<file path="src/rtl/wb_stage_pkg.sv">
// Shared definitions for the writeback stage: register-file geometry and address type.
package wb_stage_pkg;

  localparam int unsigned XLEN_DEFAULT = 32;
  localparam int unsigned REG_ADDR_W   = 5;
  localparam int unsigned NR_GPR       = 32;

  typedef logic [REG_ADDR_W-1:0] reg_addr_t;

endpackage

</file>
<file path="src/rtl/wb_load_fifo.sv">
// Load-result buffer: power-of-two depth FIFO with full/empty flags and a visible head.
module wb_load_fifo #(
  parameter int unsigned W     = 37,
  parameter int unsigned DEPTH = 2
) (
  input  logic         clk,
  input  logic         rst,
  input  logic         push,
  input  logic [W-1:0] wdata,
  input  logic         pop,
  output logic [W-1:0] rdata,
  output logic         full,
  output logic         empty
);

  localparam int unsigned AW = (DEPTH > 1) ? $clog2(DEPTH) : 1;
  localparam int unsigned CW = AW + 1;

  logic [W-1:0]  mem [DEPTH];
  logic [AW-1:0] wr_ptr;
  logic [AW-1:0] rd_ptr;
  logic [CW-1:0] count;

  assign full  = (count == CW'(DEPTH));
  assign empty = (count == '0);
  assign rdata = mem[rd_ptr];

  // Storage carries no reset; occupancy is governed by the pointers alone.
  always_ff @(posedge clk) begin
    if (push) mem[wr_ptr] <= wdata;
  end

  always_ff @(posedge clk or posedge rst) begin
    if (rst) begin
      wr_ptr <= '0;
      rd_ptr <= '0;
      count  <= '0;
    end else begin
      if (push) wr_ptr <= wr_ptr + AW'(1);
      if (pop)  rd_ptr <= rd_ptr + AW'(1);
      case ({push, pop})
        2'b10:   count <= count + CW'(1);
        2'b01:   count <= count - CW'(1);
        default: count <= count;
      endcase
    end
  end

endmodule

</file>
<file path="src/rtl/wb_stage.sv">
// Writeback stage: arbitrates execute vs. buffered load results onto the register-file
// write port and tracks outstanding loads for the decode hazard stall.
module wb_stage
  import wb_stage_pkg::*;
#(
  parameter int unsigned XLEN       = XLEN_DEFAULT,
  parameter int unsigned LQ_DEPTH   = 2,
  parameter int unsigned STARVE_MAX = 3
) (
  input  logic                  clk,
  input  logic                  rst,
  input  logic                  ex_valid,
  output logic                  ex_ready,
  input  logic [REG_ADDR_W-1:0] ex_rd,
  input  logic [XLEN-1:0]       ex_data,
  input  logic                  lsu_valid,
  output logic                  lsu_ready,
  input  logic [REG_ADDR_W-1:0] lsu_rd,
  input  logic [XLEN-1:0]       lsu_data,
  input  logic                  issue_valid,
  input  logic                  issue_is_load,
  input  logic [REG_ADDR_W-1:0] issue_rd,
  input  logic [REG_ADDR_W-1:0] issue_rs1,
  input  logic [REG_ADDR_W-1:0] issue_rs2,
  output logic                  stall,
  output logic                  RegWEn,
  output logic [REG_ADDR_W-1:0] addr_towrite,
  output logic [XLEN-1:0]       data_towrite
);

  localparam int unsigned EW = REG_ADDR_W + XLEN;
  localparam int unsigned SW = $clog2(STARVE_MAX + 1);

  logic              lq_full;
  logic              lq_empty;
  logic              lq_push;
  logic              lq_pop;
  logic [EW-1:0]     lq_head;
  reg_addr_t         head_rd;
  logic [XLEN-1:0]   head_data;
  logic              ex_hs;
  logic              ld_issue;
  logic [SW-1:0]     starve_cnt;
  logic [NR_GPR-1:0] busy;
  logic [NR_GPR-1:0] busy_nxt;

  assign head_rd   = lq_head[EW-1 -: REG_ADDR_W];
  assign head_data = lq_head[XLEN-1:0];

  // Execute is held off only when a queued load has lost too many times in a row.
  assign ex_ready  = !((starve_cnt == SW'(STARVE_MAX)) && !lq_empty);
  assign lsu_ready = !lq_full;
  assign ex_hs     = ex_valid && ex_ready;
  assign lq_push   = lsu_valid && !lq_full;
  assign lq_pop    = !ex_hs && !lq_empty;

  // busy[0] is held at zero, so an x0 field can never raise the stall.
  assign stall    = issue_valid && (busy[issue_rs1] || busy[issue_rs2] || busy[issue_rd]);
  assign ld_issue = issue_valid && issue_is_load && !stall && (issue_rd != '0);

  wb_load_fifo #(
    .W     (EW),
    .DEPTH (LQ_DEPTH)
  ) u_lq (
    .clk   (clk),
    .rst   (rst),
    .push  (lq_push),
    .wdata ({lsu_rd, lsu_data}),
    .pop   (lq_pop),
    .rdata (lq_head),
    .full  (lq_full),
    .empty (lq_empty)
  );

  // A new load reservation beats a retiring load to the same register.
  always_comb begin
    busy_nxt = busy;
    if (lq_pop)   busy_nxt[head_rd]  = 1'b0;
    if (ld_issue) busy_nxt[issue_rd] = 1'b1;
    busy_nxt[0] = 1'b0;
  end

  always_ff @(posedge clk or posedge rst) begin
    if (rst) begin
      busy       <= '0;
      starve_cnt <= '0;
    end else begin
      busy <= busy_nxt;
      if (lq_pop)
        starve_cnt <= '0;
      else if (ex_hs && !lq_empty && (starve_cnt != SW'(STARVE_MAX)))
        starve_cnt <= starve_cnt + SW'(1);
    end
  end

  // Commit register: x0 winners still load address/data but suppress the write enable.
  always_ff @(posedge clk or posedge rst) begin
    if (rst) begin
      RegWEn       <= 1'b0;
      addr_towrite <= '0;
      data_towrite <= '0;
    end else if (ex_hs) begin
      RegWEn       <= (ex_rd != '0);
      addr_towrite <= ex_rd;
      data_towrite <= ex_data;
    end else if (lq_pop) begin
      RegWEn       <= (head_rd != '0);
      addr_towrite <= head_rd;
      data_towrite <= head_data;
    end else begin
      RegWEn <= 1'b0;
    end
  end

endmodule

</file>
<file path="config.mk">
export PLATFORM = sky130hd
export DESIGN_NAME = wb_stage
export DESIGN_NICKNAME = d
export VERILOG_FILES = /design/src/rtl/wb_stage_pkg.sv /design/src/rtl/wb_load_fifo.sv /design/src/rtl/wb_stage.sv
export SDC_FILE = /design/constraint.sdc
export NUM_CORES = 1
export LEC_CHECK = 0
export BUFFER_PORTS_ARGS = -buffer_cell sky130_fd_sc_hd__buf_2
export CAP_MARGIN = 20
export CORE_ASPECT_RATIO = 0.7
export CORE_MARGIN = 4
export CORE_UTILIZATION = 40
export CTS_CLUSTER_DIAMETER = 30
export DETAILED_ROUTE_END_ITERATION = 12
export GPL_ROUTABILITY_DRIVEN = 0
export PLACE_DENSITY = 0.63
export SYNTH_ARGS = -nofsm -noshare
export SYNTH_HDL_FRONTEND = slang
export SYNTH_SLANG_ARGS = --single-unit
</file>
<file path="constraint.sdc">
create_clock -name clk -period 5 [get_ports clk]
set_input_delay 1.5 -clock clk [delete_from_list [all_inputs] [get_ports clk]]
set_output_delay 1.5 -clock clk [all_outputs]
set_load 0.03 [all_outputs]
</file>
* Word level (Yosys, flattened, before mapping)
Memories as Yosys holds them, arrays and structs flattened.
Cells that the tools add are included.
** Cells by class
- Add/subtract/negate cells :: 5
- Order comparisons :: 6
- Equal/unequal tests :: 5
- Mux-type cells :: 23
- Bitwise logic cells :: 3
- Reduce and logical (&&, ||, !) cells :: 26
** Operators with widths (count)
- 32-bit two-way mux :: 4
- 32-bit bitwise AND :: 1
- 32-bit NOT :: 1
- 32-bit bitwise OR :: 1
- 5-bit by 6-bit < comparator with 1-bit output, second input constant :: 4
- 1-bit binary-select mux with 5-bit select :: 3
- 5-bit nonzero test :: 3
- 1-bit logical AND :: 12
- 1-bit demux with 5-bit select :: 2
- 5-bit by 1-bit greater-or-equal comparator with 1-bit output, second input constant :: 2
- 5-bit two-way mux :: 2
- 1-bit two-way mux :: 9
- 2-bit == test, second input constant :: 3
- 2-bit nonzero test :: 3
- 1-bit logical NOT :: 5
- 2-bit by 1-bit adder with 2-bit output, second input constant :: 2
- 2-bit two-way mux :: 2
- 2-bit one-hot mux with 2 select lines :: 1
- 1-bit adder, second input constant :: 2
- 2-bit by 1-bit == test with 1-bit output, second input constant :: 1
- 2-bit logical NOT :: 1
- 1-bit logical OR :: 2
- 2-bit != test, second input constant :: 1
- 2-bit by 1-bit subtractor with 2-bit output, second input constant :: 1
** Word-level totals
- Register bits :: 75
- Memory bits (writable) :: 74
- Bits of input ports :: 95
- Output and inout bits :: 41
- Logic and storage cells :: 77
- Memories kept :: 1
** Memories
- u_lq.mem :: depth 2, bits a word 37, rd ports 1, clocked after memory_dff 0, write ports 1, line wb_load_fifo.sv:19 : logic [W-1:0] mem [DEPTH];

* Longest topological paths before layout
Gate-level depths: netlist (run 1).
- Depth in word-level cells :: 10
- Gate-level depth with buffers :: 9
- Mapped depth without buffers :: 7

* Hierarchy
From an unflattened synthesis (run 1), not the netlist that was laid out.
** Unflattened totals
- Cells, all modules :: 559
- Area, all modules :: 7389.6 um^2
** By module, submodules not included
- wb_stage :: times used 1, cells each 427, area an instance 4449.3 um^2, seq. area each 1776.7 um^2
- wb_load_fifo :: times used 1, cells each 132, area an instance 2940.3 um^2, seq. area each 2322.2 um^2

* Worst setup path after synthesis (run 1)
Ideal clock, no wire load.
- Kind :: input port to output port
- Start point :: in issue_rd[1]
- End point :: out stall
- Arrival time :: 3.125 ns
- Required time :: 3.500 ns
- Slack :: 0.375 ns
- Stages on the path :: 8
- Path buffers :: 3
- Cell sequence :: buf_4 > buf_4 > mux2i_1 > o22ai_1 > a2111oi_2 > a21oi_2 > buf_4 > o21a_1
** Between the ends
- Cells in the longest elaborated chain, start to end :: 4
** Ends and longest elaborated chain
- start, declared :: line wb_stage.sv:22 : input logic [REG_ADDR_W-1:0] issue_rd,
- 1-bit binary-select mux with 5-bit select :: line wb_stage.sv:58 : assign stall = issue_valid && (busy[issue_rs1] || busy[issue_rs2] || busy[issue_rd]);
- 1-bit two-way mux (implied by the code) :: line wb_stage.sv:58
- 1-bit logical OR :: line wb_stage.sv:58
- 1-bit logical AND :: line wb_stage.sv:58
- end, declared :: line wb_stage.sv:25 : output logic stall,
No other way between the ends. The select of a mux whose other input is x is not followed.

* Worst setup path after layout (run 1)
- Start point :: in issue_rs1[1]
- End point :: out stall
** Between the ends
- Cells in the longest elaborated chain, start to end :: 5
** Ends and longest elaborated chain
- start, declared :: line wb_stage.sv:23 : input logic [REG_ADDR_W-1:0] issue_rs1,
- 1-bit binary-select mux with 5-bit select :: line wb_stage.sv:58
- 1-bit two-way mux (implied by the code) :: line wb_stage.sv:58
- 1-bit logical OR (2 in a row) :: line wb_stage.sv:58
- 1-bit logical AND :: line wb_stage.sv:58
No other way between the ends. The select of a mux whose other input is x is not followed.

==> key figures, run 1 <==
Outcome
  • Status: complete, no violations

GRT
  • Initial antenna violation count: 3
  • Vias in the first global route: 5,785
  • Global-route wire length before repair: 31.8 mm
  • Total global routing overflow: 0
  • Largest net degree at the start of global routing: 109
  • Total GRT Usage: 19.9%

Synth
  • Main combinational cell family by area after synthesis: compound AO/OA/AOI/OAI gates
  • Net Count, Synth: 698
  • Top cell type's share of synthesized area: 30.2%
  • Proportion of synthesized chip area in sequential cells: 55.6%
  • Post-synth EDFFs: 74
  • Ys flop type: dfrtp_1
  • Post-synthesis mux area share: 11.5%
  • Synth Area in Adders: 0.340%
  • Xor/xnor cell area share of the yosys netlist: 0.594%
  • Syn Inst Count: 601
  • Post-synth top area cell: edfxtp_1
  • Syn Std Cell Area: 7370 um^2
  • Synth unique cells: 56
  • Syn_area_per_cell: 12.3 um^2
  • Ys async rst share: 50.3%
  • Simple-gate portion of the synthesized area: 9.73%
  • Synth area leaders: edfxtp_1, dfrtp_1, mux2i_1, o221a_2, o41ai_2
  • Ys Warns: 0
  • Compound-Gate Fraction of Synth Area: 18.7%
  • FF+latch count, synth: 149

Floorplanning
  • Core area: 18,100 um^2
  • Die H: 122 um
  • Die Wd: 170 um
  • DIE AREA: 20,700 um^2
  • Cell Rows: 41
  • Boundary Pins: 136
  • Starting Density: 40.8%

Timing
  • Setup ws final: 0.161 ns
  • Fin Hold WS: 0.522 ns
  • Fin crit share: 96.8%
  • Slew headroom: 29.5%
  • Final Hold Fails: 0
  • Final setup viols: 0
  • Tmin final: 4.84 ns
  • Worst Tran Pin Value: 1.06 ns
  • Final slew viol count: 0
  • F_max: 207 MHz
  • Post-route setup TNS: 0 ns
  • RSZ-0062 raised after global routing: false
  • Worst clock skew: 0.0114 ns

Routing
  • DRT iter0 DRCs: 532
  • Iteration count of the initial detailed-routing pass: 5
  • Vias: 5,648
  • Vias per cell: 5.83
  • Post-route ant nets: 0
  • DRC: 0
  • DR WL/cell: 20.9 um
  • Drt total wl: 20.2 mm

Clocking
  • TritonCTS clock tree: built
  • Setup bufs post-CTS: 0
  • Clk sink count: 149
  • Root Driver: clkbuf_16
  • Worst skew pair latency: 0.43 ns
  • CTS clk-pin slew, worst paths: 0.06 ns
  • Cts bufs inserted: 17
  • Post-CTS Resized: 0
  • H-tree levels: 4
  • CTS hold repair buffers: 0
  • Clock Path Buffers: 2

Hold path
  • Hold Crit Class: reg2reg

Layout
  • Share of cells above drive strength 1: 33.7%
  • # fillers: 1,613
  • Final net count: 815
  • Layout area overhead: 19.9%

Placement
  • Final HPWL DP: 14.0 mm
  • I/O Buffers: 135
  • Setup WS pre-CTS: 0.187 ns

Power and ir drop
  • VDD IR max: 0.281 mV
  • P per Cell Area: 554 nW/um^2
  • Leakage Power: 3.58 nW

Worst setup path
  • CP Data Arrival Time: 3.34 ns
  • Startpoint Class: primary input
  • WP data required: 3.50 ns
  • Kind of critical path: in2out
  • Crit end category: output port
  • Worst Path Max Fanout: 12

Job
  • Max Cap Viol: 0
[critical path: stages]
cell,delay (ns)
buf_2,0.24
mux4_1,0.58
inv_1,0.06
a2111oi_0,0.10
a211oi_2,0.35
nand3_1,0.14
o21a_1,0.18
buf_2,0.17
[per-stage QoR]
stage	cells	cell area (um^2)	util (%)	power [mW]
after floorplan	601	7370	-	3.12
after global placement	933	8190	45.3	3.57
after detailed placement	934	8210	45.5	3.65
after CTS	966	8810	48.8	4.93
after global routing	968	8830	48.9	5.16
final	968	8830	48.9	4.90
[power breakdown]
part,switching [mW],internal (mW)
Clock,0.593,0.678
Sequential,0.223,1.65
Combinational,1.11,0.632
[path summary, 6_finish.rpt]
path                       cells after the start                           end  slack [ns]                       from
hold / removal                                 1     starve_cnt[0]$_DFFE_PP0P_        0.52  starve_cnt[0]$_DFFE_PP0P_
setup / recovery                               8                         stall        0.16               issue_rs1[1]
hold reg to reg                                1     starve_cnt[0]$_DFFE_PP0P_        0.52  starve_cnt[0]$_DFFE_PP0P_
setup reg to reg                               7             busy[5]$_DFF_PP0_        2.62         busy[16]$_DFF_PP0_
max in group asynchronous                      3             busy[1]$_DFF_PP0_        3.20                        rst
min in group asynchronous                      2  data_towrite[16]$_DFFE_PP0P_        1.06                        rst
[layout make-up]
class | instances | area [um^2] | area share, %
flip-flops and latches | 149 | 4100 | 46.4
clock buffers | 17 | 425 | 4.82
well taps | 236 | 295 | 3.34
clock inverters | 15 | 176 | 2.00
diodes | 1 | 2.50 | 0.0283
repair buffers | 145 | 776 | 8.78
multi-input cells | 397 | 3030 | 34.3
inverters | 8 | 30.0 | 0.340
[registers in the layout, indices dropped and copies added (netlist names), 2 cells and up]
register      flops
u_lq.mem         74
data_towrite     32
busy             31
addr_towrite      5
starve_cnt        2
u_lq.count        2
[cell families (layout without fill, tap and decap cells)]
group                    count (synthesis)  after routing
flip-flops                             149            149
AO/OA/AOI/OAI                          169            169
other                                    0              1
adder cells (fa/ha/maj)                  2              2
AND/OR/NAND/NOR                        147            147
XOR/XNOR                                 5              5
multiplexers                            74             74
buffers and inverters                   55            185
[routing by layer]
metal	wire length (um)	GRT usage [%]	vias to the layer above
met1	8950	27.9	2812
li1	-	-	2581
met5	26	0	-
met3	1680	5.87	29
met2	9180	29.5	222
met4	363	6.98	4
[synthesized netlist by cell type, drive strengths merged, types with 3 or more instances]
cell type,n
nor2b,7
edfxtp,74
clkbuf,26
or3,3
nor2,54
mux2,11
nand3b,3
buf,21
dfrtp,75
mux2i,56
nor3b,4
a2111oi,7
o221ai,3
nand3,43
o21ai,34
inv,7
o41ai,15
xnor2,3
o22ai,7
a21oi,39
o31ai,16
mux4,7
nand2b,6
nor3,4
o221a,34
or3b,3
nand2,14
[layout by cell type, fill, tap and decap left out, types with 5 or more instances in the layout]
master     instances
o22ai_1            7
mux4_2             5
nor2_1            53
a21oi_1           38
nand3_1           43
mux2i_1           56
nand2_1           14
clkbuf_16         17
mux2_1             6
a2111oi_0          6
buf_4              8
nand2b_1           6
o31ai_1           15
o41ai_2           14
o221a_2           34
buf_2            135
o21ai_0           34
inv_8              6
nor2b_1            7
edfxtp_1          74
mux2_2             5
dfrtp_1           74
inv_1              6
Power figures use the tool's default switching activity.
==> run 2, diff against run 1 <==
==> constraint.sdc (replaced) <==
create_clock -name clk -period 5 [get_ports clk]
set_input_delay 1.5 -clock clk [delete_from_list [all_inputs] [get_ports clk]]
set_output_delay 1.5 -clock clk [all_outputs]
set_load 0.01 [all_outputs]
==> key figures, run 2 (same netlist as run 1, synthesis figures left out) <==
Placement
  • Placement Cell Area: 8210 um^2 (unchanged)
  • Final HPWL DP: 14.0 mm (-0.25%)
  • I/O Buffers: 135 (unchanged)
  • Setup WS pre-CTS: 0.214 ns (+0.0268 ns)
  • Placed Cells: 934 (unchanged)

GRT
  • Total global routing overflow: 0 (unchanged)
  • Global-route wire length before repair: 31.6 mm (-0.71%)
  • Total GRT Usage: 19.6% (-0.22 points)
  • Initial antenna violation count: 4 (+1)
  • Largest net degree at the start of global routing: 109 (unchanged)
  • Vias in the first global route: 5,693 (-1.6%)

Clocking
  • Post-CTS Resized: 0 (unchanged)
  • Clk sink count: 149 (unchanged)
  • CTS clk-pin slew, worst paths: 0.06 ns (about the same)
  • TritonCTS clock tree: built
  • Clock Path Buffers: 2 (unchanged)
  • Cts bufs inserted: 17 (unchanged)
  • CTS hold repair buffers: 0 (unchanged)
  • Setup bufs post-CTS: 0 (unchanged)
  • Root Driver: clkbuf_16
  • H-tree levels: 4 (unchanged)
  • Worst skew pair latency: 0.43 ns (about the same)

Power and ir drop
  • Leakage Power: 3.56 nW (-0.55%)
  • VDD IR max: 0.236 mV (-16%)
  • P per Cell Area: 530 nW/um^2 (-4.4%)
  • Total Power: 4.67 mW (-4.5%)

Floorplanning
  • Cell Rows: 41 (unchanged)
  • Core area: 18,100 um^2 (unchanged)
  • DIE AREA: 20,700 um^2 (unchanged)
  • Die Wd: 170 um (unchanged)
  • Boundary Pins: 136 (unchanged)
  • Starting Density: 40.8% (unchanged)
  • Die H: 122 um (unchanged)

Layout
  • Layout area overhead: 19.7%
  • Max reg flops: 74 (unchanged)
  • Commonest non-fill, non-tap cell in the layout: buf_2
  • Non-Filler Instances: 968 (unchanged)
  • Final net count: 815 (unchanged)
  • Finished Cell Area: 8820 um^2 (-0.16%)
  • Highest-count cells in the layout ignoring fill and taps: buf_2, dfrtp_1, edfxtp_1
  • Share of cells above drive strength 1: 33.7% (unchanged)
  • Top Registers: u_lq.mem: 74 flops, data_towrite: 32 flops, busy: 31 flops
  • Top reg by flops: u_lq.mem

Routing
  • DR WL/cell: 20.7 um (-0.74%)
  • DRT iter0 DRCs: 485 (-8.8%)
  • DRC: 0 (unchanged)
  • Vias per cell: 5.90 (+1.2%)
  • Drt total wl: 20.1 mm (-0.74%)
  • Iteration count of the initial detailed-routing pass: 5 (unchanged)
  • Vias: 5,715 (+1.2%)
  • Post-route ant nets: 0 (unchanged)

Worst setup path
  • Kind of critical path: in2out
  • Crit path cell chain: buf_2, mux4_1, inv_1, a2111oi_0, a211oi_2, nand3_1, o21a_1, buf_2
  • Buf/Inv on CP: 3 (unchanged)
  • Cell family with most CP delay: compound AO/OA/AOI/OAI gates
  • Crit path launch: issue_rs1[1]
  • WP depth: 8 (unchanged)
  • Reg-to-reg setup timing slack: 2.65 ns (+0.03 ns)
  • CP most frequent cell: buf_2
  • CP max stage cell: mux4_1
  • Crit path to: stall
  • Worst r2r src: busy[16]$_DFF_PP0_
  • WP data required: 3.50 ns (about the same)
  • Crit end category: output port
  • Startpoint Class: primary input
  • FF-to-FF path depth: 7 (unchanged)
  • CP Data Arrival Time: 3.28 ns (-0.06 ns)
  • Crit path largest cell delay: 0.59 ns (about the same)
  • Worst Path Max Fanout: 12 (unchanged)
  • FF-to-FF End: busy[29]$_DFF_PP0_

Hold path
  • Hold Crit Class: reg2reg
  • HP Start: starve_cnt[1]$_DFFE_PP0P_

Timing
  • Fin crit share: 95.6% (-1.2 points)
  • Post-route setup TNS: 0 ns (unchanged)
  • Tmin final: 4.78 ns (-0.0611 ns)
  • F_max: 209 MHz (+1.3%)
  • Final slew viol count: 0 (unchanged)
  • Worst Tran Pin Value: 1.03 ns (-0.0247 ns)
  • Slew headroom: 31.1% (+1.6 points)
  • RSZ-0062 raised after global routing: false
  • Worst clock skew: 0.0178 ns (+0.00641 ns)
  • Final setup viols: 0 (unchanged)
  • Setup ws final: 0.222 ns (+0.0611 ns)
  • Final Hold Fails: 0 (unchanged)

Outcome
  • Status: complete, no violations

Job
  • Max Cap Viol: 0 (unchanged)
[run 2: final cells by class]
type                    instances  area, um^2
diodes                          1        2.50
multi-input cells             397        3030
clock buffers                  17         425
repair buffers                145         776
clock inverters                15         163
flip-flops and latches        149        4100
fillers                      1612        9240
well taps                     236         295
inverters                       8        30.0
[run 2: worst register-to-register path, stage by stage (launching register included)]
cell	delay, ns
dfrtp_1	0.44
nor2b_1	0.15
a2111oi_0	0.41
nor4b_1	0.12
a211oi_2	0.33
nand4_2	0.13
buf_4	0.28
o41ai_2	0.38
[run 2: worst min-delay path by stage]
stage                                endpoint  cells past startpoint
floorplan           starve_cnt[1]$_DFFE_PP0P_                      2
global placement    starve_cnt[1]$_DFFE_PP0P_                      2
detailed placement  starve_cnt[1]$_DFFE_PP0P_                      2
CTS                 starve_cnt[1]$_DFFE_PP0P_                      2
global route        starve_cnt[1]$_DFFE_PP0P_                      2
finish              starve_cnt[1]$_DFFE_PP0P_                      2
[run 2: layer usage]
metal  wire [um]  global-route usage (%)  up-vias
met5          34                       0        -
li1            -                       -     2597
met4         264                    4.39        6
met3        1580                    6.62       29
met2        9150                    29.7      250
met1        9020                    27.7     2833
[run 2: where the power goes]
group,total [mW],internal [mW],leakage (nW),switching [mW]
clock,1.26,0.707,0.276,0.552
combinational,1.54,0.629,1.68,0.910
sequential,1.88,1.66,1.61,0.221
[run 2: through the flow]
stage	hold slack, ns	utilization [%]
2_1_floorplan	0.454	-
3_3_place_gp	0.467	45.3
3_5_place_dp	0.490	45.5
4_1_cts	0.504	48.7
5_1_grt	0.533	48.8
6_report	0.506	48.8
